<file path="src/rtl/cpu_defs.sv">
// cpu_defs: shared opcode/funct constants, FSM states and datapath mux encodings
package cpu_defs;
  typedef enum logic [2:0] {
    S_IF = 3'd0, S_ID = 3'd1, S_EXE = 3'd2, S_MEM = 3'd3, S_WB = 3'd4, S_HALT = 3'd5, S_TRAP = 3'd6
  } state_e;
  localparam logic [5:0] OP_RTYPE = 6'b000000;
  localparam logic [5:0] OP_BLTZ  = 6'b000001;
  localparam logic [5:0] OP_J     = 6'b000010;
  localparam logic [5:0] OP_JAL   = 6'b000011;
  localparam logic [5:0] OP_BEQ   = 6'b000100;
  localparam logic [5:0] OP_BNE   = 6'b000101;
  localparam logic [5:0] OP_ADDIU = 6'b001001;
  localparam logic [5:0] OP_SLTI  = 6'b001010;
  localparam logic [5:0] OP_ANDI  = 6'b001100;
  localparam logic [5:0] OP_ORI   = 6'b001101;
  localparam logic [5:0] OP_LW    = 6'b100011;
  localparam logic [5:0] OP_SW    = 6'b101011;
  localparam logic [5:0] OP_HALT  = 6'b111111;
  localparam logic [5:0] FN_SLL = 6'b000000;
  localparam logic [5:0] FN_JR  = 6'b001000;
  localparam logic [5:0] FN_ADD = 6'b100000;
  localparam logic [5:0] FN_SUB = 6'b100010;
  localparam logic [5:0] FN_AND = 6'b100100;
  localparam logic [5:0] FN_OR  = 6'b100101;
  localparam logic [5:0] FN_SLT = 6'b101010;
  localparam logic [2:0] ALU_ADD = 3'b000;
  localparam logic [2:0] ALU_SUB = 3'b001;
  localparam logic [2:0] ALU_SLL = 3'b010;
  localparam logic [2:0] ALU_OR  = 3'b011;
  localparam logic [2:0] ALU_AND = 3'b100;
  localparam logic [2:0] ALU_SLT = 3'b101;
  localparam logic [1:0] PC_NEXT = 2'b00, PC_BRANCH = 2'b01, PC_JR = 2'b10, PC_JUMP = 2'b11;
  localparam logic [1:0] RD_RT = 2'b00, RD_RD = 2'b01, RD_RA = 2'b10;
  localparam logic [1:0] WD_ALU = 2'b00, WD_RAM = 2'b01, WD_PC4 = 2'b10;
  typedef enum logic [3:0] {
    CL_BAD, CL_J, CL_JAL, CL_JR, CL_HALT, CL_BEQ, CL_BNE, CL_BLTZ, CL_LW, CL_SW, CL_ALUI, CL_ALUR
  } iclass_e;
endpackage

</file>
<file path="src/rtl/cu_decode.sv">
// cu_decode: classifies an instruction and derives its ALU control fields
module cu_decode
  import cpu_defs::*;
(
  input  logic [5:0] opcode_i,
  input  logic [5:0] funct_i,
  output iclass_e    cls_o,
  output logic       legal_o,
  output logic [2:0] alu_op_o,
  output logic       alu_src_a_o,
  output logic       alu_src_b_o,
  output logic       ext_sel_o
);
  assign legal_o = cls_o != CL_BAD;
  // instruction table: anything not listed stays CL_BAD
  always_comb begin
    cls_o = CL_BAD;
    alu_op_o = ALU_ADD;
    alu_src_a_o = 1'b0;
    alu_src_b_o = 1'b0;
    ext_sel_o = 1'b0;
    case (opcode_i)
      OP_RTYPE: case (funct_i)
        FN_ADD: cls_o = CL_ALUR;
        FN_SUB: begin cls_o = CL_ALUR; alu_op_o = ALU_SUB; end
        FN_AND: begin cls_o = CL_ALUR; alu_op_o = ALU_AND; end
        FN_OR:  begin cls_o = CL_ALUR; alu_op_o = ALU_OR; end
        FN_SLT: begin cls_o = CL_ALUR; alu_op_o = ALU_SLT; end
        FN_SLL: begin cls_o = CL_ALUR; alu_op_o = ALU_SLL; alu_src_a_o = 1'b1; end
        FN_JR:  cls_o = CL_JR;
        default: cls_o = CL_BAD;
      endcase
      OP_J:     cls_o = CL_J;
      OP_JAL:   cls_o = CL_JAL;
      OP_HALT:  cls_o = CL_HALT;
      OP_BEQ:   begin cls_o = CL_BEQ; alu_op_o = ALU_SUB; ext_sel_o = 1'b1; end
      OP_BNE:   begin cls_o = CL_BNE; alu_op_o = ALU_SUB; ext_sel_o = 1'b1; end
      OP_BLTZ:  begin cls_o = CL_BLTZ; alu_op_o = ALU_SUB; ext_sel_o = 1'b1; end
      OP_LW:    begin cls_o = CL_LW; alu_src_b_o = 1'b1; ext_sel_o = 1'b1; end
      OP_SW:    begin cls_o = CL_SW; alu_src_b_o = 1'b1; ext_sel_o = 1'b1; end
      OP_ADDIU: begin cls_o = CL_ALUI; alu_src_b_o = 1'b1; ext_sel_o = 1'b1; end
      OP_ANDI:  begin cls_o = CL_ALUI; alu_op_o = ALU_AND; alu_src_b_o = 1'b1; end
      OP_ORI:   begin cls_o = CL_ALUI; alu_op_o = ALU_OR; alu_src_b_o = 1'b1; end
      OP_SLTI:  begin cls_o = CL_ALUI; alu_op_o = ALU_SLT; alu_src_b_o = 1'b1; ext_sel_o = 1'b1; end
      default:  cls_o = CL_BAD;
    endcase
  end
endmodule

</file>
<file path="src/rtl/multi_cycle_cu.sv">
// multi_cycle_cu: five-phase MIPS control FSM with RAM handshake, timeout trap and retire counter
module multi_cycle_cu
  import cpu_defs::*;
#(
  parameter int ALUOP_W     = 3,
  parameter int MEM_TIMEOUT = 16,
  parameter int CNT_W       = 32
) (
  input  logic               CLK,
  input  logic               Reset,
  input  logic [5:0]         Opcode,
  input  logic [5:0]         Funct,
  input  logic               Zero,
  input  logic               Sign,
  input  logic               MemReady,
  output logic               PCWre,
  output logic               IRWre,
  output logic               RegWre,
  output logic [1:0]         RegDst,
  output logic [1:0]         WrDataSrc,
  output logic               ALUSrcA,
  output logic               ALUSrcB,
  output logic               ExtSel,
  output logic               nRD,
  output logic               nWR,
  output logic [1:0]         PCSrc,
  output logic [ALUOP_W-1:0] ALUOp,
  output logic [2:0]         State,
  output logic               Halted,
  output logic               Fault,
  output logic [CNT_W-1:0]   Retired
);
  localparam int WAIT_W = MEM_TIMEOUT < 2 ? 1 : $clog2(MEM_TIMEOUT + 1);
  state_e state_q, state_d;
  logic [WAIT_W-1:0] wait_q, wait_d;
  logic [CNT_W-1:0] retired_q;
  iclass_e cls;
  logic legal, alu_src_a, alu_src_b, ext_sel;
  logic [2:0] alu_op;
  logic in_id, in_exe, in_mem, in_wb, alu_act, is_jump, is_branch, is_mem, taken, timeout;
  cu_decode u_decode (
    .opcode_i    (Opcode),
    .funct_i     (Funct),
    .cls_o       (cls),
    .legal_o     (legal),
    .alu_op_o    (alu_op),
    .alu_src_a_o (alu_src_a),
    .alu_src_b_o (alu_src_b),
    .ext_sel_o   (ext_sel)
  );
  assign in_id = state_q == S_ID;
  assign in_exe = state_q == S_EXE;
  assign in_mem = state_q == S_MEM;
  assign in_wb = state_q == S_WB;
  assign alu_act = in_exe | in_mem | in_wb;
  assign is_jump = cls inside {CL_J, CL_JAL, CL_JR};
  assign is_branch = cls inside {CL_BEQ, CL_BNE, CL_BLTZ};
  assign is_mem = cls inside {CL_LW, CL_SW};
  assign taken = cls == CL_BEQ ? Zero : cls == CL_BNE ? !Zero : Sign;
  assign timeout = MEM_TIMEOUT != 0 && ({1'b0, wait_q} + 1'b1) == (WAIT_W + 1)'(MEM_TIMEOUT);
  assign PCWre = (in_id & is_jump) | (in_exe & is_branch) | (in_mem & MemReady & (cls == CL_SW)) | in_wb;
  assign IRWre = state_q == S_IF;
  assign RegWre = (in_id & (cls == CL_JAL)) | in_wb;
  assign RegDst = in_id && cls == CL_JAL ? RD_RA : in_wb && cls == CL_ALUR ? RD_RD : RD_RT;
  assign WrDataSrc = in_id && cls == CL_JAL ? WD_PC4 : in_wb && cls == CL_LW ? WD_RAM : WD_ALU;
  assign PCSrc = in_id && (cls inside {CL_J, CL_JAL}) ? PC_JUMP :
                 in_id && cls == CL_JR ? PC_JR :
                 in_exe && is_branch && taken ? PC_BRANCH : PC_NEXT;
  assign ALUSrcA = alu_act & alu_src_a;
  assign ALUSrcB = alu_act & alu_src_b;
  assign ExtSel = alu_act & ext_sel;
  assign ALUOp = alu_act ? ALUOP_W'(alu_op) : '0;
  assign nRD = !(in_mem && cls == CL_LW);
  assign nWR = !(in_mem && cls == CL_SW);
  assign State = state_q;
  assign Halted = state_q == S_HALT;
  assign Fault = state_q == S_TRAP;
  assign Retired = retired_q;
  // next-state and stall counter; HALT and TRAP hold until reset
  always_comb begin
    state_d = state_q;
    wait_d = wait_q;
    case (state_q)
      S_IF:  state_d = S_ID;
      S_ID:  state_d = !legal ? S_TRAP : cls == CL_HALT ? S_HALT : is_jump ? S_IF : S_EXE;
      S_EXE: begin
        state_d = is_mem ? S_MEM : is_branch ? S_IF : S_WB;
        wait_d = '0;
      end
      S_MEM: begin
        state_d = MemReady ? (cls == CL_LW ? S_WB : S_IF) : timeout ? S_TRAP : S_MEM;
        wait_d = wait_q + 1'b1;
      end
      S_WB:  state_d = S_IF;
      default: state_d = state_q;
    endcase
  end
  // state, stall counter and retire counter; retire counts each PC update
  always_ff @(posedge CLK or negedge Reset) begin
    if (!Reset) begin
      state_q <= S_IF;
      wait_q <= '0;
      retired_q <= '0;
    end else begin
      state_q <= state_d;
      wait_q <= wait_d;
      retired_q <= retired_q + CNT_W'(PCWre);
    end
  end
endmodule

</file>
<file path="config.mk">
export PLATFORM = sky130hd
export DESIGN_NAME = multi_cycle_cu
export DESIGN_NICKNAME = d
export VERILOG_FILES = /design/src/rtl/cpu_defs.sv /design/src/rtl/cu_decode.sv /design/src/rtl/multi_cycle_cu.sv
export SDC_FILE = /design/constraint.sdc
export NUM_CORES = 1
export LEC_CHECK = 0
export CAP_MARGIN = 40
export CORE_UTILIZATION = 30
export DETAILED_ROUTE_END_ITERATION = 8
export GPL_ROUTABILITY_DRIVEN = 0
export PLACE_DENSITY_LB_ADDON = 0.12
export SYNTH_ARGS = -nofsm -noshare
export SYNTH_HDL_FRONTEND = slang
export SYNTH_SLANG_ARGS = --single-unit
</file>
<file path="constraint.sdc">
create_clock -name CLK -period 3.3 [get_ports CLK]
set_input_delay 0.33 -clock CLK [delete_from_list [all_inputs] [get_ports CLK]]
set_output_delay 0.33 -clock CLK [all_outputs]
set_load 0.03 [all_outputs]
</file>
==> qor.yml <==
status:
  status: "finished, final reports clean"
critical_path:
  crit_chain: "clkdlybuf4s50_1 > buf_4 > buf_12 > nor4_4 > buf_4 > nand2b_1 > nor4_4 > buf_4 > nand2_1 > nor2_1 > clkdlybuf4s50_1"
  rr_worst_depth: 10
  critPathLaunchType: "input pin"
  critPathMaxFanout: 15
  crit_family: "buffers and inverters"
  crit_path_max_incr_delay_ps: 690
  worst-path-buf-inv: 6
  rr_startpoint: "State[1]"
  critPathKind: "input pin to output port"
  critPathCaptureType: "output port"
  r2r_setup_slack_ps: 500
  cpMostUsedCell: "buf_4"
  crit_path_top_delay_cell: "clkdlybuf4s50_1"
  crit_arrival_ps: 2750
  cp.required_ps: 2970
  r2r_end: "Retired[26]"
drt:
  wl_per_cell_um: 14.05
  finalWirelength_um: 6925
  viasPerCell: 5.022
  dr.pass1.iters: 5
  drc: 0
  vias: 2476
  antenna_left: 0
  drt-initial-drc-count: 60
global_routing:
  grt.total_usage_pct: 16.43
  antenna_found_initial: 0
  grt_max_degree: 23
  grt_pass1_vias: 2404
  grt_overflow: 0
  grt_pass1_wl_um: 11830
floorplanning:
  placementRows: 33
  fp.dieH_um: 95.68
  pin_count: 71
  core_um2: 8341
  die_x_um: 95.68
  die_area_um2: 9154
  start_util_pct: 31.56
flow_run:
  maxCapViolCount: 0
finish:
  fin_nets: 407
  drive_above_1_share_pct: 18.30
  fin_util_pct: 45.83
  final_cells: 493
  fill_cells: 821
  seqCellArea_um2: 1001
  multi_input_area_um2: 1554
  antenna_cells: 0
  syn_to_final_growth_pct: 45.20
worst_hold_path:
  min_path_type: "flip-flop to flip-flop"
  whs_endpoint: "Retired[31]"
  hold_path_depth: 1
  min_from: "Retired[31]"
synth:
  syn_avg_cell_area_um2: 9.269
  yosysTopAreaCell: "dfrtp_1"
  synthesis.area_um2: 2633
  ys_async_sr_fraction_pct: 100.0
  yosys-top-cells-count: "40 x dfrtp_1, 27 x nand2_1, 25 x nand3_1, 24 x xnor2_1, 22 x nor2_1"
  synth_top_area_share_pct: 38.02
  yosysMostFrequentCell: "dfrtp_1"
  synth_cell_types: 64
  synth_edf_count: 0
  syn_nets: 304
  ys_top_cells_by_area: "dfrtp_1 38%, xnor2_1 8.0%, nand3_1 4.8%"
  ys_seq_area_share_pct: 38.02
  synthCells: 284
  synth_seq_cells: 40
  synth_flop_cell: "dfrtp_1"
  ys.warnings.count: 0
clocking:
  cts.sinks: 40
  clockBufferDepth: 2
  cts-buffers-inserted: 5
  cts_setup_buffers: 0
  cts_root_buffer: "clkbuf_8"
  htree_levels: 2
  clkTransAtPathRegs_ps: 80
  clk_latency_ps: 290
  cts_tree: "built"
sta:
  slew_headroom_pct: 58.58
  finClkSkew_ps: 5.056
  period_share_pct: 93.36
  setup_viol: 0
  min_period_ps: 3081
  fmaxAchievable_mhz: 324.6
  fin_tns_setup_ps: 0
  rsz0062_at_grt: "no"
  slew_violations: 0
  hold_viol: 0
  worst_slew_pin_slew_ps: 621.2
power_and_ir_drop:
  p_per_area_nw_per_um2: 479.7
  power_mw: 1.834
  leakage_nw: 1.648
  ir_drop_mv: 0.4651
place:
  io_buffers: 70
  placed_cells: 484
  hpwlAfterDp_um: 5460
-- layout make-up --
cell class / count / area share (%)
Tap cell: 105 / 3.437
Multi-Input combinational cell: 227 / 40.65
Clock inverter: 3 / 0.4910
Timing Repair Buffer: 110 / 27.14
Sequential cell: 40 / 26.19
Clock buffer: 5 / 1.800
Inverter: 3 / 0.2946
-- logic make-up after synthesis --
family / Yosys count / synth area share [%]
AO/OA/AOI/OAI: 49 / 14.73
XOR/XNOR: 32 / 10.65
adder cells (fa/ha/maj): 3 / 1.426
buffers and inverters: 17 / 3.184
flip-flops: 40 / 38.02
multiplexers: 2 / 0.8080
AND/OR/NAND/NOR: 141 / 31.18
-- flip-flops by register name (all words and copies together) (netlist names) --
register,count
wait_q,5
State,3
Retired,32
-- power breakdown --
| part | internal (mW) | switching, mW | leakage [nW] |
|---|---|---|---|
| Sequential | 0.567 | 0.129 | 0.537 |
| Combinational | 0.363 | 0.456 | 1.06 |
| Clock | 0.147 | 0.171 | 0.0479 |
| Total | 1.08 | 0.756 | 1.65 |
-- routing by layer --
metal  GRT usage [%]  share of wire, %
met3           2.871               4.1
met4           4.975               1.5
met2           25.95                45
met1           22.78                49
met5               0                 0
-- through the flow --
stage | cell area (um^2) | hold slack, ps | setup slack (ps)
4_1_cts | 3811 | 478.2 | 2.831
5_1_grt | 3822 | 505.2 | 6.041
3_5_place_dp | 3715 | 313.5 | -47.85
2_1_floorplan | 2633 | 34.41 | 107.4
3_3_place_gp | 3687 | 462.4 | -49.44
6_report | 3822 | 468.8 | 219.1
-- worst max path at each step --
stage | cells past startpoint | from | slack (ps) | end
floorplan | 13 | Opcode[3] | 110 | Retired[14]
global placement | 13 | Opcode[4] | -50 | Retired[26]
detailed placement | 12 | Opcode[1] | -50 | Retired[28]
CTS | 10 | Opcode[0] | 3 | RegDst[1]
global route | 14 | Opcode[3] | 6 | Retired[26]
finish | 11 | Opcode[3] | 220 | ALUSrcA
-- what timing repair did --
item,CTS,global route
hold buffers,1,0
setup endpoints to repair,1,3
hold endpoints to repair,16,0
resized for setup,1,3
-- cells in the final DEF, fill, tap and decap left out, drive strengths merged, types with 3 or more instances in the layout --
master         synthesis  layout
xnor2                 24      24
and4                   4       4
nand4                  7       7
nor2                  22      22
inv                    3       3
buf                    7      44
o22ai                  3       3
nand2b                 6       6
nor4                   7       7
nand3                 25      25
a21oi                 12      12
clkbuf                 7       5
xor2                   8       8
clkdlybuf4s50          0      62
nor3b                  4       4
clkinv                 0       3
o21ai                  4       4
and3                  13      13
o211ai                 3       3
nor3                   7       7
a22o                   3       3
ha                     3       3
dfrtp                 40      40
a211oi                 3       3
a21o                   3       3
nor2b                  6       6
nand2                 27      27
(Power assumes the default switching activity.)
